$ cat config.mk
export PLATFORM = sky130hd
export DESIGN_NAME = instr_fetch_unit
export DESIGN_NICKNAME = d
export VERILOG_FILES = /design/src/rtl/fetch_pkg.sv /design/src/rtl/fetch_skid_buffer.sv /design/src/rtl/instr_fetch_unit.sv
export SDC_FILE = /design/constraint.sdc
export NUM_CORES = 1
export LEC_CHECK = 0
export ABC_AREA = 1
export BUFFER_PORTS_ARGS = -buffer_cell sky130_fd_sc_hd__buf_4
export CORE_MARGIN = 10
export CORE_UTILIZATION = 30
export DETAILED_ROUTE_END_ITERATION = 8
export RECOVER_POWER = 50
export SYNTH_ARGS = -nofsm -noshare
export SYNTH_HDL_FRONTEND = slang
export SYNTH_HIERARCHICAL = 1
export SYNTH_SLANG_ARGS = --single-unit
$ cat constraint.sdc
create_clock -name clk -period 22.9 [get_ports clk]
set_clock_uncertainty 0.1 [all_clocks]
set_input_delay 4.58 -clock clk [delete_from_list [all_inputs] [get_ports clk]]
set_output_delay 4.58 -clock clk [all_outputs]
set_load 0.02 [all_outputs]
$ cat src/rtl/fetch_pkg.sv
// Shared types and constants for the instruction fetch stage.
package fetch_pkg;

  typedef enum logic [1:0] {
    IDLE = 2'd0,
    REQ  = 2'd1,
    WAIT = 2'd2,
    DROP = 2'd3
  } fetch_state_e;

  localparam logic [31:0] NOP_INSTR        = 32'h0000_0013;
  localparam logic [31:0] RESET_PC_DEFAULT = 32'h0000_0000;

  typedef struct packed {
    logic [31:0] instr;
    logic [31:0] pc;
  } ifid_t;

  function automatic logic [31:0] word_align(input logic [31:0] addr);
    return addr & ~32'h0000_0003;
  endfunction

endpackage

$ cat src/rtl/fetch_skid_buffer.sv
// One-entry IF/ID payload holding register, used when decode stalls on a full output.
module fetch_skid_buffer
  import fetch_pkg::*;
(
  input  logic  clk,
  input  logic  reset_n,
  input  logic  load,
  input  logic  drain,
  input  logic  flush,
  input  ifid_t din,
  output logic  valid,
  output ifid_t dout
);

  always_ff @(posedge clk or negedge reset_n) begin
    if (!reset_n) begin
      valid <= 1'b0;
    end else if (flush) begin
      valid <= 1'b0;
    end else if (load) begin
      valid <= 1'b1;
    end else if (drain) begin
      valid <= 1'b0;
    end
  end

  // Payload is only meaningful while valid, so it carries no reset.
  always_ff @(posedge clk) begin
    if (load) begin
      dout <= din;
    end
  end

endmodule

$ cat src/rtl/instr_fetch_unit.sv
// Instruction fetch stage: owns the PC, issues single-outstanding word requests and
// presents each fetched instruction through a registered IF/ID output with a skid entry.
module instr_fetch_unit
  import fetch_pkg::*;
#(
  parameter logic [31:0] RESET_PC  = fetch_pkg::RESET_PC_DEFAULT,
  parameter logic [31:0] NOP_INSTR = fetch_pkg::NOP_INSTR
) (
  input  logic        clk,
  input  logic        reset_n,
  output logic        imem_req,
  output logic [31:0] imem_addr,
  input  logic        imem_ready,
  input  logic        imem_rvalid,
  input  logic [31:0] imem_rdata,
  input  logic        redirect,
  input  logic [31:0] redirect_pc,
  input  logic        stall,
  output logic [31:0] instr,
  output logic [31:0] instr_pc,
  output logic        instr_valid
);

  fetch_state_e state;
  logic [31:0]  pc_p0;
  logic [31:0]  req_pc_p0;
  ifid_t        out_p1;
  logic         vld_p1;
  logic         skid_vld;
  ifid_t        skid_dout;
  ifid_t        rsp_p0;
  logic         accept;
  logic         rsp_ok;
  logic         load_out;
  logic         load_skid;
  logic         drain_skid;

  assign imem_req  = (state == REQ) && !skid_vld;
  assign imem_addr = pc_p0;
  assign accept    = imem_req && imem_ready;

  // Responses are only taken in WAIT; a redirect in the same cycle discards them.
  assign rsp_ok     = (state == WAIT) && imem_rvalid && !redirect;
  assign load_out   = rsp_ok && (!vld_p1 || !stall);
  assign load_skid  = rsp_ok && vld_p1 && stall;
  assign drain_skid = skid_vld && !stall && !redirect;
  assign rsp_p0     = '{instr: imem_rdata, pc: req_pc_p0};

  always_ff @(posedge clk or negedge reset_n) begin
    if (!reset_n) begin
      state <= IDLE;
      pc_p0 <= RESET_PC;
    end else if (redirect) begin
      pc_p0 <= word_align(redirect_pc);
      case (state)
        IDLE:    state <= REQ;
        REQ:     state <= accept ? DROP : REQ;
        WAIT:    state <= imem_rvalid ? REQ : DROP;
        DROP:    state <= imem_rvalid ? REQ : DROP;
        default: state <= IDLE;
      endcase
    end else begin
      case (state)
        IDLE: state <= REQ;
        REQ: begin
          if (accept) begin
            state <= WAIT;
            pc_p0 <= pc_p0 + 32'd4;
          end
        end
        WAIT:    if (imem_rvalid) state <= REQ;
        DROP:    if (imem_rvalid) state <= REQ;
        default: state <= IDLE;
      endcase
    end
  end

  always_ff @(posedge clk) begin
    if (accept) begin
      req_pc_p0 <= pc_p0;
    end
  end

  // ---- IF/ID output register (stage 1) ----
  always_ff @(posedge clk or negedge reset_n) begin
    if (!reset_n) begin
      vld_p1 <= 1'b0;
      out_p1 <= '{instr: NOP_INSTR, pc: RESET_PC};
    end else if (redirect) begin
      vld_p1       <= 1'b0;
      out_p1.instr <= NOP_INSTR;
    end else if (load_out) begin
      vld_p1 <= 1'b1;
      out_p1 <= rsp_p0;
    end else if (drain_skid) begin
      vld_p1 <= 1'b1;
      out_p1 <= skid_dout;
    end else if (vld_p1 && !stall) begin
      vld_p1       <= 1'b0;
      out_p1.instr <= NOP_INSTR;
    end
  end

  fetch_skid_buffer u_skid (
    .clk     (clk),
    .reset_n (reset_n),
    .load    (load_skid),
    .drain   (drain_skid),
    .flush   (redirect),
    .din     (rsp_p0),
    .valid   (skid_vld),
    .dout    (skid_dout)
  );

  assign instr       = out_p1.instr;
  assign instr_pc    = out_p1.pc;
  assign instr_valid = vld_p1;

endmodule
==> flow_summary.toml, run 1 <==
[pwr]
seq_power_share = 0.485
p_leak_nw = 4.53
ir_drop_mv = 0.0435
pwr-share-clk = 0.289
combPwrFrac = 0.226
switching_power_uw = 328
powerDensity_nw_per_um2 = 95.5
p_int_uw = 632
sw_frac_of_total = 0.341

[outcome]
status = "finished with violations"
violations = "max-capacitance violations, max-slew violations"

[synthesis]
yosys.area_share.simple = 0.218
yosysSeqAreaShare = 0.637
synth_compound_area_frac = 0.0733
synth_mux_area_frac = 0
post_synth.cell_area_avg_um2 = 9.47
synth_xor_area_frac = 0.00740
netlist_area_um2 = 8280
synth_top_family_by_area = "simple AND/OR/NAND/NOR gates"
yosys_warnings = 6
ys_ff_latch = 192
yosys.cell_types.count = 32
synthAdderAreaFrac = 0.00151
synthCells = 875

[placed_design]
hpwl_um = 15800
preCtsSetupSlack_ns = 15.77
numPortBuffers = 163
gp_congestion = 0.789

[grt]
grt_max_degree = 102
grt_usage = 0.132
first_global_vias = 6123
antenna_found_initial = 0
grt_pass1_wl_um = 35500
grt-ovfl-total = 0

[clock_tree]
cts_buffers = 17
path_clk_slew_ns = 0.08
htree_levels = 4
cts_root_buf = "clkbuf_16"
cts_setup_buffers = 0
cts_tree = "done"
clkSinkCount = 192
cts_resized = 0
clock_latency_ns = 0.43
hold_buffers = 0
cts_buffer_depth = 2

[setup_path]
critPathKind = "in2reg"
cp_data_required_time_ns = 23.11
cp-start-kind = "input pin"
cp_max_fo = 40
critPathArrivalTime_ns = 7.73
rr_startpoint = "state[1]"
end_kind = "flop"
crit_start = "redirect"

[die]
die_x_um = 186
design.core.area_um2 = 27000
boundaryPins = 168
die_area_um2 = 34700
initial_core_util = 0.306
std_cell_rows = 60
die_h_um = 186

[timing]
tightestPinTransition_ns = 2.45
rsz0062_at_grt = "false"
timing.final.crit_share = 0.328
tns_ns = 0
slew_headroom = -0.633
drv_slew = 112
fin_ws_ns = 15.38
final-setup-viol-count = 0
fmax_ghz = 0.133
hold_viol = 0
period_needed_ns = 7.52

[route]
vias_per_cell = 4.56
wl_per_cell_um = 16.6
drtPass1Iterations = 5
ant_nets = 0
drc = 0
routed_wl_um = 22900
drtIter0Drc = 454
num_vias = 6311

[finish]
nets = 1102
area_growth_pct = 21.4
n_antenna_cell = 0
drive_above_1_share = 0.129
fill_cells = 2744
layout_commonest_cell = "nand2_1"
regArea_um2 = 5280
multi_input_area_um2 = 2510
final_cell_mix = "nand2_1 (314), dfrtp_1 (95), edfxtp_1 (94)"

[min_path]
hold_path.startpoint = "req_pc_p0[16]"
hold_path.class = "reg2reg"

[flow_run]
drv_cap = 3
[cell usage after synthesis (all sizes together)]
master / count / area (um2)
conb: 1 / 3.75
nor4: 1 / 6.26
nand3: 72 / 360
inv: 86 / 323
and2: 2 / 12.5
nor2: 52 / 203
clkbuf: 13 / 48.8
ha: 1 / 12.5
o211ai: 15 / 113
nand2: 316 / 1200
nand4: 3 / 25.0
dfrtp: 95 / 2380
o21ai: 72 / 360
dfstp: 3 / 78.8
xnor2: 1 / 8.76
a21oi: 2 / 13.8
o221ai: 1 / 8.76
edfxtp: 94 / 2820
buf: 23 / 139
xor2: 6 / 52.6
or2: 1 / 6.26
a31oi: 1 / 6.26
o21bai: 11 / 82.6
o21a: 3 / 22.5
[sequential cells by signal, indices dropped and copies added (netlist names)]
register and cells:
imem_addr 30, req_pc_p0 30, instr 32, state 2, instr_pc 32, u_skid/dout 64
u_skid/valid 1, instr_valid 1
[final timing paths]
check	end	slack [ns]	depth (start not counted)
worst max-delay path	instr[12]	15.38	9
worst min-delay path	u_skid/dout[16]	0.35	0
worst max register to register	u_skid/dout[45]	20.12	3
worst min register to register	u_skid/dout[16]	0.35	0
max in group asynchronous	imem_addr[7]	15.97	2
min in group asynchronous	instr_pc[7]	4.81	1
[cell families (layout without fill, tap and decap cells)]
| family | after synthesis | in the layout |
|---|---|---|
| adder cells (fa/ha/maj) | 1 | 1 |
| other | 1 | 4 |
| AO/OA/AOI/OAI | 105 | 105 |
| AND/OR/NAND/NOR | 447 | 447 |
| buffers and inverters | 122 | 288 |
| XOR/XNOR | 7 | 7 |
| flip-flops | 192 | 192 |
[critical path, cell delays in order]
cell	delay [ns]
clkbuf_1	1.25
nor2_1	0.16
nand2_2	0.57
inv_2	0.38
buf_4	0.39
nand2_1	0.12
nand2_1	0.05
o21ai_0	0.10
nand2_1	0.08
[metal layers]
metal  vias up  GRT usage  share of wire
met4         0     0.0368         0.0088
met3        13     0.0437          0.070
met1      2981      0.174           0.48
met5         -          0              0
li1       3151          -              -
met2       166      0.203           0.45
[per-stage QoR]
| step | cell area, um2 | power (mW) | hold slack [ns] | util | std cells |
|---|---|---|---|---|---|
| 2_1_floorplan | 8290 | 0.596 | 0.321 | - | 878 |
| 3_3_place_gp | 9820 | 0.718 | 0.326 | 0.364 | 1353 |
| 3_5_place_dp | 9820 | 0.723 | 0.331 | 0.364 | 1353 |
| 4_1_cts | 10400 | 1.00 | 0.349 | 0.383 | 1385 |
| 5_1_grt | 10100 | 1.02 | 0.361 | 0.372 | 1385 |
| 6_report | 10100 | 0.960 | 0.347 | 0.372 | 1385 |
[power by group through the flow]
stage                     Combinational (mW)  Sequential [mW]  Clock (mW)
after global placement                 0.247            0.472           0
after global routing                   0.243            0.474       0.301
after floorplan                       0.0857            0.510           0
final                                  0.217            0.466       0.278
after detailed placement               0.249            0.474           0
after CTS                              0.250            0.467       0.287
[final cells by class]
class	instances	share of cell area
Multi-Input combinational cell	564	0.250
Tap cell	341	0.0424
Clock buffer	17	0.0423
Clock inverter	15	0.0111
Inverter	86	0.0321
Timing Repair Buffer	170	0.0971
Sequential cell	192	0.525
Power figures use the tool's default switching activity.
==> inputs of run 2 (changes only) <==
==> constraint.sdc (replaced) <==
create_clock -name clk -period 7.16 [get_ports clk]
set_clock_uncertainty 0.1 [all_clocks]
set_input_delay 1.432 -clock clk [delete_from_list [all_inputs] [get_ports clk]]
set_output_delay 1.432 -clock clk [all_outputs]
set_load 0.02 [all_outputs]
==> run 2 against run 1 <==
The run still ends with max-capacitance violations, max-slew violations left. Sequential power grew to 3.2 times the previous value. Global-route usage is 0.11 points lower. Sequential share of layout area is 0.32 points lower. Non-clock buffer count is 1 lower. Highest routed layer unchanged.
==> flow_summary.toml, run 2 (synthesized netlist as in run 1, its figures left out) <==
[timing]
fmax_ghz = 0.216
rsz0062_at_grt = "false"
hold_viol = 0
tightestPinTransition_ns = 2.76
slew_headroom = -0.839
fin_ws_ns = 2.54
final-setup-viol-count = 0
drv_slew = 101
period_needed_ns = 4.62
timing.final.crit_share = 0.645
tns_ns = 0

[setup_path]
r2r_cells = 4
r2r_slack_ns = 4.67
critPathArrivalTime_ns = 4.78
cp_data_required_time_ns = 7.32
cp-start-kind = "input pin"
rr_startpoint = "state[1]"
slowest_delay_ns = 1.91
end_kind = "async pin"
critPathKind = "in2async"
critical_path.top_delay_family = "buffers and inverters"
cp_slowest_cell = "clkbuf_1"
path_buf_inv = 2
crit_start = "reset_n"
cp_max_fo = 57
path_cells = "clkbuf_1, clkbuf_2"
r2r-end = "req_pc_p0[24]"

[clock_tree]
cts_resized = 0
cts_tree = "done"
clkSinkCount = 192
cts_root_buf = "clkbuf_16"
clock_latency_ns = 0.43
cts_setup_buffers = 0
cts_buffers = 17
htree_levels = 4
cts_buffer_depth = 2
path_clk_slew_ns = 0.08
hold_buffers = 0

[die]
design.core.area_um2 = 27000
boundaryPins = 168
initial_core_util = 0.306
die_x_um = 186
die_area_um2 = 34700
std_cell_rows = 60
die_h_um = 186

[min_path]
hold_path.class = "reg2reg"
hold_path_depth = 0
whs_endpoint = "u_skid/dout[20]"
hold_path.startpoint = "req_pc_p0[20]"

[pwr]
powerDensity_nw_per_um2 = 309
p_leak_nw = 4.56
ir_drop_mv = 0.149

[finish]
regMostFlops = "u_skid/dout"
fill_cells = 2751
utilization = 0.374
area_growth_pct = 22.1
nets = 1101
fin_area_um2 = 10100
layout_commonest_cell = "nand2_1"
final_cell_mix = "nand2_1 (314), dfrtp_1 (95), edfxtp_1 (94)"
largest_register_ffs = 64
n_antenna_cell = 0
drive_above_1_share = 0.134
fin_cells = 1384

[route]
routed_wl_um = 22800
num_vias = 6304
drtIter0Drc = 446
drtPass1Iterations = 5
vias_per_cell = 4.55
ant_nets = 0
drc = 0
wl_per_cell_um = 16.5

[outcome]
status = "finished with violations"
violations = "max-capacitance violations, max-slew violations"

[grt]
antenna_found_initial = 0
first_global_vias = 6070
grt_usage = 0.131
grt_pass1_wl_um = 35000
grt-ovfl-total = 0
grt_max_degree = 105

[placed_design]
preCtsSetupSlack_ns = 3.26
post-place-cells = 1352
gp_congestion = 0.807
numPortBuffers = 163
place_area_um2 = 9830
hpwl_um = 15500

[flow_run]
drv_cap = 2
run 2: cell types whose count changed in the layout (fill, tap and decap cells not counted), moves of 2 or more:
cell	delta
inv_6	+2
clkinv_2	-3
clkbuf_4	+3
clkbuf_1	-6
run 2: per-stage QoR:
step                hold slack [ns]  power, mW
floorplan                     0.321       1.91
global placement              0.326       2.30
detailed placement            0.328       2.31
CTS                           0.345       3.26
global route                  0.354       3.31
finish                        0.343       3.13
run 2: cell type report:
| type | count | area, um2 | area share |
|---|---|---|---|
| Timing Repair Buffer | 169 | 988 | 0.0977 |
| Clock buffer | 19 | 443 | 0.0438 |
| Clock inverter | 13 | 128 | 0.0126 |
| Multi-Input combinational cell | 564 | 2530 | 0.250 |
| Inverter | 86 | 323 | 0.0319 |
| Sequential cell | 192 | 5280 | 0.522 |
| Tap cell | 341 | 427 | 0.0422 |
run 2: routing by layer:
metal | up-vias | global-route usage | routed length, um
met2 | 176 | 0.205 | 10500
met3 | 10 | 0.0406 | 1540
met5 | - | 0 | 0
met1 | 2964 | 0.172 | 10600
met4 | 0 | 0.0335 | 182
li1 | 3154 | - | -
run 2: power by group:
group          switching, mW  internal [mW]  total [mW]  leakage, nW
Combinational          0.472          0.227       0.699         2.19
Sequential             0.140           1.35        1.49         2.10
Clock                  0.440          0.498       0.938        0.272
run 2: worst max path at each step:
| stage | endpoint | slack, ns | cells after the start |
|---|---|---|---|
| floorplan | u_skid/valid | 1.10 | 5 |
| detailed placement | instr[6] | 3.26 | 9 |
| CTS | instr[22] | 3.71 | 9 |
| global placement | instr[6] | 3.32 | 9 |
| finish | instr[18] | 2.54 | 2 |
| global route | instr_pc[26] | 1.80 | 2 |
